--- src/rtl/alu_seq_ctrl.sv ---
// alu_seq_ctrl: command-driven sequencer feeding an external registered ALU from a 4-entry register file
module alu_seq_ctrl #(
   parameter int ALU_LAT = 1,
   parameter int W       = 8
) (
   input  logic         clk,
   input  logic         rst_n,
   input  logic         cmd_valid,
   output logic         cmd_ready,
   input  logic [2:0]   cmd_op,
   input  logic [1:0]   cmd_dst,
   input  logic [1:0]   cmd_src_a,
   input  logic [1:0]   cmd_src_b,
   input  logic         cmd_use_imm,
   input  logic [W-1:0] cmd_imm,
   input  logic         ld_en,
   input  logic [1:0]   ld_addr,
   input  logic [W-1:0] ld_data,
   input  logic [1:0]   rd_addr,
   output logic [W-1:0] rd_data,
   output logic         alu_en,
   output logic [2:0]   alu_mode,
   output logic [W-1:0] alu_a,
   output logic [W-1:0] alu_b,
   input  logic [W-1:0] alu_sum,
   input  logic         alu_fz,
   input  logic         alu_fc,
   output logic         done,
   output logic         flag_z,
   output logic         flag_c,
   output logic         busy
);
   typedef enum logic [1:0] {IDLE, ISSUE, WAIT, DONE} state_t;
   localparam logic [2:0] LAT = 3'(ALU_LAT);
   state_t       state;
   logic [W-1:0] rf [4];
   logic [2:0]   cnt;
   logic [1:0]   dst;
   logic         wb;
   assign wb        = state == WAIT && cnt == LAT;
   assign cmd_ready = state == IDLE;
   assign busy      = state != IDLE;
   assign rd_data   = rf[rd_addr];
   always_ff @(posedge clk or negedge rst_n)
      if (!rst_n) begin
         state    <= IDLE;
         rf       <= '{default: '0};
         cnt      <= '0;
         dst      <= '0;
         done     <= 1'b0;
         flag_z   <= 1'b0;
         flag_c   <= 1'b0;
         alu_en   <= 1'b0;
         alu_mode <= '0;
         alu_a    <= '0;
         alu_b    <= '0;
      end else begin
         done <= wb;
         if (ld_en) rf[ld_addr] <= ld_data;
         if (wb) begin
            rf[dst] <= alu_sum;
            flag_z  <= alu_fz;
            flag_c  <= alu_fc;
         end
         case (state)
            IDLE: if (cmd_valid) begin
               state    <= ISSUE;
               alu_en   <= 1'b1;
               alu_mode <= cmd_op;
               dst      <= cmd_dst;
               alu_a    <= rf[cmd_src_a];
               alu_b    <= cmd_use_imm ? cmd_imm : rf[cmd_src_b];
            end
            ISSUE: begin
               state  <= WAIT;
               alu_en <= 1'b0;
               cnt    <= 3'd1;
            end
            WAIT: if (wb) state <= DONE; else cnt <= cnt + 3'd1;
            default: state <= IDLE;
         endcase
      end
endmodule
--- config.mk ---
export PLATFORM = sky130hd
export DESIGN_NAME = alu_seq_ctrl
export DESIGN_NICKNAME = d
export VERILOG_FILES = /design/src/rtl/alu_seq_ctrl.sv
export SDC_FILE = /design/constraint.sdc
export NUM_CORES = 1
export LEC_CHECK = 0
export BUFFER_PORTS_ARGS = -buffer_cell sky130_fd_sc_hd__buf_2
export CORE_AREA = 5 5 111 82
export DETAILED_ROUTE_END_ITERATION = 10
export DIE_AREA = 0 0 116 87
export HOLD_SLACK_MARGIN = 0.08
export PLACE_DENSITY_LB_ADDON = 0.12
export SYNTH_ARGS = -nofsm -noshare
export SYNTH_HDL_FRONTEND = slang
export SYNTH_SLANG_ARGS = --single-unit
--- constraint.sdc ---
create_clock -name clk -period 4.25 [get_ports clk]
set_clock_uncertainty 0.15 [all_clocks]
set_input_delay 0.2125 -clock clk [delete_from_list [all_inputs] [get_ports clk]]
set_output_delay 0.2125 -clock clk [all_outputs]
set_load 0.03 [all_outputs]
==> results of run 1 <==
## logic make-up (layout without fill, tap and decap cells)
logic type,Yosys count,count (layout)
muxes,113,113
AOI/OAI and AO/OA,17,17
buffers and inverters,18,120
adders and majority gates,5,5
DFF,62,62
and+or+nand+nor,23,23
## report_power, final
group / total, W / switching [W] / internal, W
Clock: 0.000655 / 0.000242 / 0.000413
Combinational: 0.00154 / 0.000762 / 0.000776
Sequential: 0.00113 / 0.000235 / 0.000897
Total: 0.00333 / 0.00124 / 0.00209
## critical path: stages (launching register included)
cell and delay (ps):
dfrtp_1 390, inv_1 90, ha_1 340, and3b_1 340, or3b_1 640, mux2_4 390
## metal layers
metal	vias to the layer above	global-route usage (%)	share of wire [%]
li1	1111	-	-
met1	1194	26.2	48
met2	61	29.0	46
met3	7	4.31	5.6
met4	0	5.06	0.88
met5	-	0	0
## cells in the final DEF (no fill, tap or decap), drive strengths merged
cell and count:
nor3b 2, and3b 1, mux4 24, nor2b 2, nand3b 4, nand3 2
or3b 1, and2 1, ha 5, a211oi 1, mux2 80, a2bb2oi 1
dfrtp 62, a21oi 9, clkbuf 11, nor2 8, a31oi 1, a311oi 1
dlygate4sd3 24, buf 78, o2bb2ai 1, o21ai 2, o22a 1, inv 5
clkinv 2, nand2b 2, mux2i 9
## state kept, by name, indices dropped and copies added, names as in the netlist
name,flops
alu_b,8
rf,32
alu_en,1
state,2
flag_c,1
flag_z,1
cnt,3
done,1
alu_a,8
alu_mode,3
dst,2
## per-stage QoR
step	hold WS, ps	cell area (um2)	util, %	power, W	instances
floorplan	-233	3500	-	0.00227	238
global placement	69.9	3960	49.2	0.00263	408
detailed placement	67.6	3960	49.2	0.00267	408
CTS	98.3	4470	55.4	0.00335	445
global route	141	4470	55.4	0.00354	445
finish	107	4470	55.4	0.00333	445
## path summary, 6_finish.rpt
path                              from           to  slack, ps  cells after the start
setup / recovery              state[0]       rf[26]       1780                      5
hold / removal               cmd_valid       alu_en        110                      3
setup reg to reg              state[0]       rf[26]       1780                      5
hold reg to reg            alu_mode[0]  alu_mode[0]        350                      1
max in group asynchronous        rst_n       rf[21]       2770                      3
min in group asynchronous        rst_n     alu_b[2]        260                      2
## layout make-up
class,instances,share of cell area (%)
clock buffer,11,5.66
clock inverter,2,0.224
inverter,5,0.420
multi-input combinational,158,41.8
sequential,62,34.7
tap,105,2.94
timing repair buffer,102,14.2
==> results.md, run 1 <==
- Outcome: finished, final reports clean
- Post-Synth XOR/XNOR Area: 0%
- Crit Path Category: flip-flop to flip-flop
- CTS tree: done
- Final HPWL DP: 6000 um
- Min-delay worst type: input port to flip-flop
- Prevailing post-synth register cell: dfrtp_1
- Global-route wire length before repair: 13900 um
- Vias in the first global route: 2533
- Synth warnings: 0
- DR vias: 2373
- CP Launch Type: flip-flop
- Iter 0 DRT Violations: 119
- Pwr/cell area: 745 nW/um2
- CORE AREA: 8060 um2
- FF/Latch Area: 1550 um2
- Clock sinks: 62
- Count of pins over their slew limit: 0
- Number of enable flip-flop cells after synthesis: 0
- Max cap viols: 0
- Antenna viol nets, final: 0
- Initial DRT Pass Iterations: 4
- Avg Inst Size Synth: 14.7 um2
- Die height: 87 um
- Via density: 5.33
- Area leader, netlist: dfrtp_1
- Gpl congestion: 0.735
- Ports: 77
- CTS Buf Count: 9
- Crit path DAT: 2520 ps
- Fmax: 405 MHz
- Total die area: 10100 um2
- CTS resizes: 0
- Combinational family with the most area after synthesis: multiplexers
- Fillers: 666
- Max clock buf depth: 2
- Async S/R FF share, synth: 100%
- Leakage: 1.97 nW
- Most numerous cell in the Yosys netlist: mux2_2
- Antenna Cells: 0
- Post-synth top cells: 72 x mux2_2, 62 x dfrtp_1, 24 x mux4_2, 9 x a21oi_1, 9 x mux2i_1
- Global Route Usage Sum: 18.6%
- Final worst slack: 1780 ps
- CTS H-Tree Depth: 3
- Cell count after synthesis: 238
- Residual DRC count: 0
- Largest net degree at the start of global routing: 41
- CP endpoint kind: flip-flop
- Crit path required time: 4300 ps
- # hold bufs at CTS: 24
- Row cnt: 28
- RSZ-0062 raised after global routing: false
- Slew HR: 35.5%
- Routed WL: 8530 um
- Die W: 116 um
- P&R area growth vs syn: 27.5%
- Mux contribution to synthesized area: 44.6%
- Setup Buffers After CTS: 0
- Peak VDD IR: 360 uV
- Mapped Area: 3500 um2
- TNS Setup: 0 ps
- Setup Viol. Count Final: 0
- Grt ovf: 0
- Synth Area in Simple Gates: 3.97%
- Synth Net Count: 287
- Initial Util: 43.5%
- Clk pin slew, worst setup/hold paths: 50 ps
- Pre-CTS setup slack: 1800 ps
- Minimum clock period: 2470 ps
- Register bit total from synthesis: 62
- Top cells by area, synth: dfrtp_1 44%, mux2_2 23%, mux4_2 15%
- Final hold viol count: 0
- Share of cells above drive strength 1: 57.6%
- Multi-input gate area: 1870 um2
- Clk root buf: clkbuf_16
- Tcrit/Tclk final: 58.0%
- # nets final: 387
- Drt wl/cell: 19.2 um
- Number of buffers inserted by port buffering: 76
- Compound-Gate Fraction of Synth Area: 2.97%
- Synth top area share: 44.3%
- Netlist cell types: 30
- Initial antenna violation count: 0
- Sequential share of the synthesized area: 44.3%
- Worst skew pair latency: 320 ps
- Actual slew at the worst max-slew pin: 967 ps
- Post-Synth Adder-Cell Area: 1.79%
- Crit-path max FO: 10
(Power assumes the default switching activity.)
==> inputs of run 2 (changes only) <==
Settings changed: ABC_AREA from default to 1, CORE_AREA 5 5 111 82 to 5 5 114 84, DIE_AREA 0 0 116 87 to 0 0 119 89.
Clock period 4.25 ns to 2.4 ns, I/O delays scaled along.
==> run 2 against run 1 <==
Net effect:
- die area is 4.9% higher
- fmax is 14% higher
- via count is 74% higher
- worst setup slack worse by 1600 ps
- clock-buffer cell count is 1 lower
- sequential share of layout area is 3.2 points lower
- largest cell class unchanged
==> results.md, run 2 <==
- Outcome: finished, final reports clean (unchanged)
- Clk pin slew, worst setup/hold paths: 60 ps (was 50 ps)
- Non-filler cells, final: 801 (was 445)
- Max cap viols: 0 (unchanged)
- Routed WL: 12500 um (was 8530 um)
- Largest regs: rf (32), alu_a (8), alu_b (8) (unchanged)
- Fmax: 460 MHz (was 405 MHz)
- Drt wl/cell: 15.6 um (was 19.2 um)
- Total die area: 10600 um2 (was 10100 um2)
- Area leader, netlist: dfrtp_1 (unchanged)
- Commonest non-fill, non-tap cells in the layout: 284 x nand2_1, 76 x buf_2, 62 x dfrtp_1 (was 76 x buf_2, 72 x mux2_2, 62 x dfrtp_1)
- DR vias: 4136 (was 2373)
- Most numerous cell in the Yosys netlist: nand2_1 (was mux2_2)
- Pre-CTS setup slack: 589 ps (was 1800 ps)
- Initial Util: 45.4% (was 43.5%)
- Netlist cell types: 22 (was 30)
- Antenna Cells: 0 (unchanged)
- Min-delay worst type: input port to flip-flop (unchanged)
- Number of buffers inserted by port buffering: 76 (unchanged)
- Cell count after synthesis: 580 (was 238)
- Global-route wire length before repair: 20100 um (was 13900 um)
- Async S/R FF share, synth: 100% (unchanged)
- Combinational power share: 42.6% (was 46.3%)
- Avg Inst Size Synth: 6.47 um2 (was 14.7 um2)
- Max clock buf depth: 2 (unchanged)
- Iter 0 DRT Violations: 421 (was 119)
- Pwr/cell area: 1200 nW/um2 (was 745 nW/um2)
- Initial DRT Pass Iterations: 5 (was 4)
- Slowest CP cell: dlygate4sd3_1 (was or3b_1)
- Max reg flops: 32 (unchanged)
- Cell count after placement: 745 (was 408)
- Minimum clock period: 2170 ps (was 2470 ps)
- # nets final: 740 (was 387)
- Post-synth top cells: 284 x nand2_1, 62 x dfrtp_1, 50 x nand3_1, 49 x o21ai_0, 47 x nor2_1 (was 72 x mux2_2, 62 x dfrtp_1, 24 x mux4_2, 9 x a21oi_1, 9 x mux2i_1)
- CTS Buf Count: 9 (unchanged)
- Reg power frac: 36.0% (was 34.0%)
- CP endpoint kind: flip-flop (unchanged)
- P&R area growth vs syn: 31.1% (was 27.5%)
- Via density: 5.16 (was 5.33)
- Gpl congestion: 0.977 (was 0.735)
- CP bufs+invs: 4 (was 1)
- Synth warnings: 0 (unchanged)
- Synth top area share: 41.3% (was 44.3%)
- Count of pins over their slew limit: 0 (unchanged)
- Share of cells above drive strength 1: 15.2% (was 57.6%)
- CTS tree: done (unchanged)
- Die W: 119 um (was 116 um)
- Setup Viol. Count Final: 0 (unchanged)
- Synth Net Count: 629 (was 287)
- Slew HR: 60.4% (was 35.5%)
- Largest net degree at the start of global routing: 40 (was 41)
- P_sw: 0.00272 W (was 0.00124 W)
- Tcrit/Tclk final: 90.5% (was 58.0%)
- Actual slew at the worst max-slew pin: 594 ps (was 967 ps)
- Final hold viol count: 0 (unchanged)
- CP Launch Type: flip-flop (unchanged)
- Row cnt: 28 (unchanged)
- TNS Setup: 0 ps (unchanged)
- Sequential share of the synthesized area: 41.3% (was 44.3%)
- Residual DRC count: 0 (unchanged)
- Grt ovf: 0 (unchanged)
- Reg with most FFs: rf (unchanged)
- Top cells by area, synth: dfrtp_1 41%, nand2_1 28%, nand3_1 6.7% (was dfrtp_1 44%, mux2_2 23%, mux4_2 15%)
- Internal Power: 0.00317 W (was 0.00209 W)
- RSZ-0062 raised after global routing: false (unchanged)
- Global Route Usage Sum: 24.8% (was 18.6%)
- Clk root buf: clkbuf_16 (unchanged)
- Ports: 77 (unchanged)
- Crit path required time: 2520 ps (was 4300 ps)
- CP cell instances: inv_1 > ha_1 > nand3_4 > inv_2 > nand3_4 > inv_4 > nand2_1 > nand2_1 > dlygate4sd3_1 (was inv_1 > ha_1 > and3b_1 > or3b_1 > mux2_4)
- Initial antenna violation count: 0 (unchanged)
- CORE AREA: 8270 um2 (was 8060 um2)
- Register bit total from synthesis: 62 (unchanged)
- Peak VDD IR: 868 uV (was 360 uV)
- Crit Path Category: flip-flop to flip-flop (unchanged)
- CTS H-Tree Depth: 3 (unchanged)
- Crit-path max cell delay: 550 ps (was 640 ps)
- Number of enable flip-flop cells after synthesis: 0 (unchanged)
- Leakage: 2.70 nW (was 1.97 nW)
- Die height: 89 um (was 87 um)
- Clock power share: 21.4% (was 19.7%)
- Final HPWL DP: 8920 um (was 6000 um)
- Prevailing post-synth register cell: dfrtp_1 (unchanged)
- Vias in the first global route: 3799 (was 2533)
- Final worst slack: 228 ps (was 1780 ps)
- Most common cell after layout, fill and taps aside: nand2_1 (was buf_2)
- Clock sinks: 62 (unchanged)
- Sw frac: 46.2% (was 37.3%)
- Crit-path max FO: 9 (was 10)
- Worst skew pair latency: 330 ps (was 320 ps)
- Mapped Area: 3750 um2 (was 3500 um2)
- Crit path DAT: 2290 ps (was 2520 ps)
- Antenna viol nets, final: 0 (unchanged)
- CP top delay family: buffers and inverters (was simple AND/OR/NAND/NOR gates)
[run 2: cells by family (layout without fill, tap and decap cells)]
| family | after synthesis | count (layout) | synth area share, % |
|---|---|---|---|
| and+or+nand+nor | 389 | 389 | 41.9 |
| xor gates and xnor gates | 1 | 1 | 0.233 |
| adders and majority gates | 5 | 5 | 1.67 |
| buffers and inverters | 64 | 180 | 6.70 |
| DFF | 62 | 62 | 41.3 |
| AOI/OAI and AO/OA | 59 | 59 | 8.17 |
[run 2: final cells by class]
type	instances	area, um2
fillers	804	3350
multi-input cells	454	1960
flip-flops and latches	62	1550
repair buffers	119	816
clock buffers	10	229
inverters	45	171
well taps	105	131
clock inverters	6	62.6
[run 2: metrics by stage]
stage | area (um2) | hold slack [ps] | util (%) | total power [W]
finish | 4920 | 98.1 | 59.5 | 0.00590
global route | 4920 | 135 | 59.5 | 0.00633
CTS | 4910 | 82.0 | 59.4 | 0.00587
detailed placement | 4220 | 6.59 | 51.0 | 0.00450
global placement | 4220 | -4.29 | 51.0 | 0.00445
floorplan | 3750 | -326 | - | 0.00362
[run 2: worst paths after layout]
path,start,endpoint,slack [ps],cells past startpoint
worst max-delay path,state[0],rf[30],230,9
worst min-delay path,ld_addr[0],rf[27],100,5
max in group asynchronous,rst_n,flag_z,1300,3
worst min register to register,alu_a[3],alu_a[3],320,2
min in group asynchronous,rst_n,rf[9],180,2
worst max register to register,state[0],rf[30],230,9
[run 2: repair_timing]
action / 4_1_cts / 5_1_grt
buffers inserted: 0 / 0
hold endpoints to repair: 74 / 0
endpoints found under the setup margin: 0 / 3
hold buffers: 40 / 0
resized for setup: 0 / 2
[run 2: tightest hold or removal path: cells and delay by family]
family	cells	cell delay, ps
AND/OR/NAND/NOR	4	300
buffers and inverters	1	120
[run 2: metal layers]
metal	routed length [um]	GRT usage, %	vias to the layer above
li1	-	-	2043
met1	5670	35.0	1885
met2	5410	37.6	188
met3	1260	6.77	20
met4	178	7.68	0
met5	0	0	-
[run 2: power groups by stage]
stage / Combinational [W] / Clock [W] / Sequential [W]
3_3_place_gp: 0.00235 / 0 / 0.00211
4_1_cts: 0.00249 / 0.00129 / 0.00209
5_1_grt: 0.00283 / 0.00134 / 0.00216
2_1_floorplan: 0.00145 / 0 / 0.00217
6_report: 0.00251 / 0.00126 / 0.00212
3_5_place_dp: 0.00239 / 0 / 0.00210
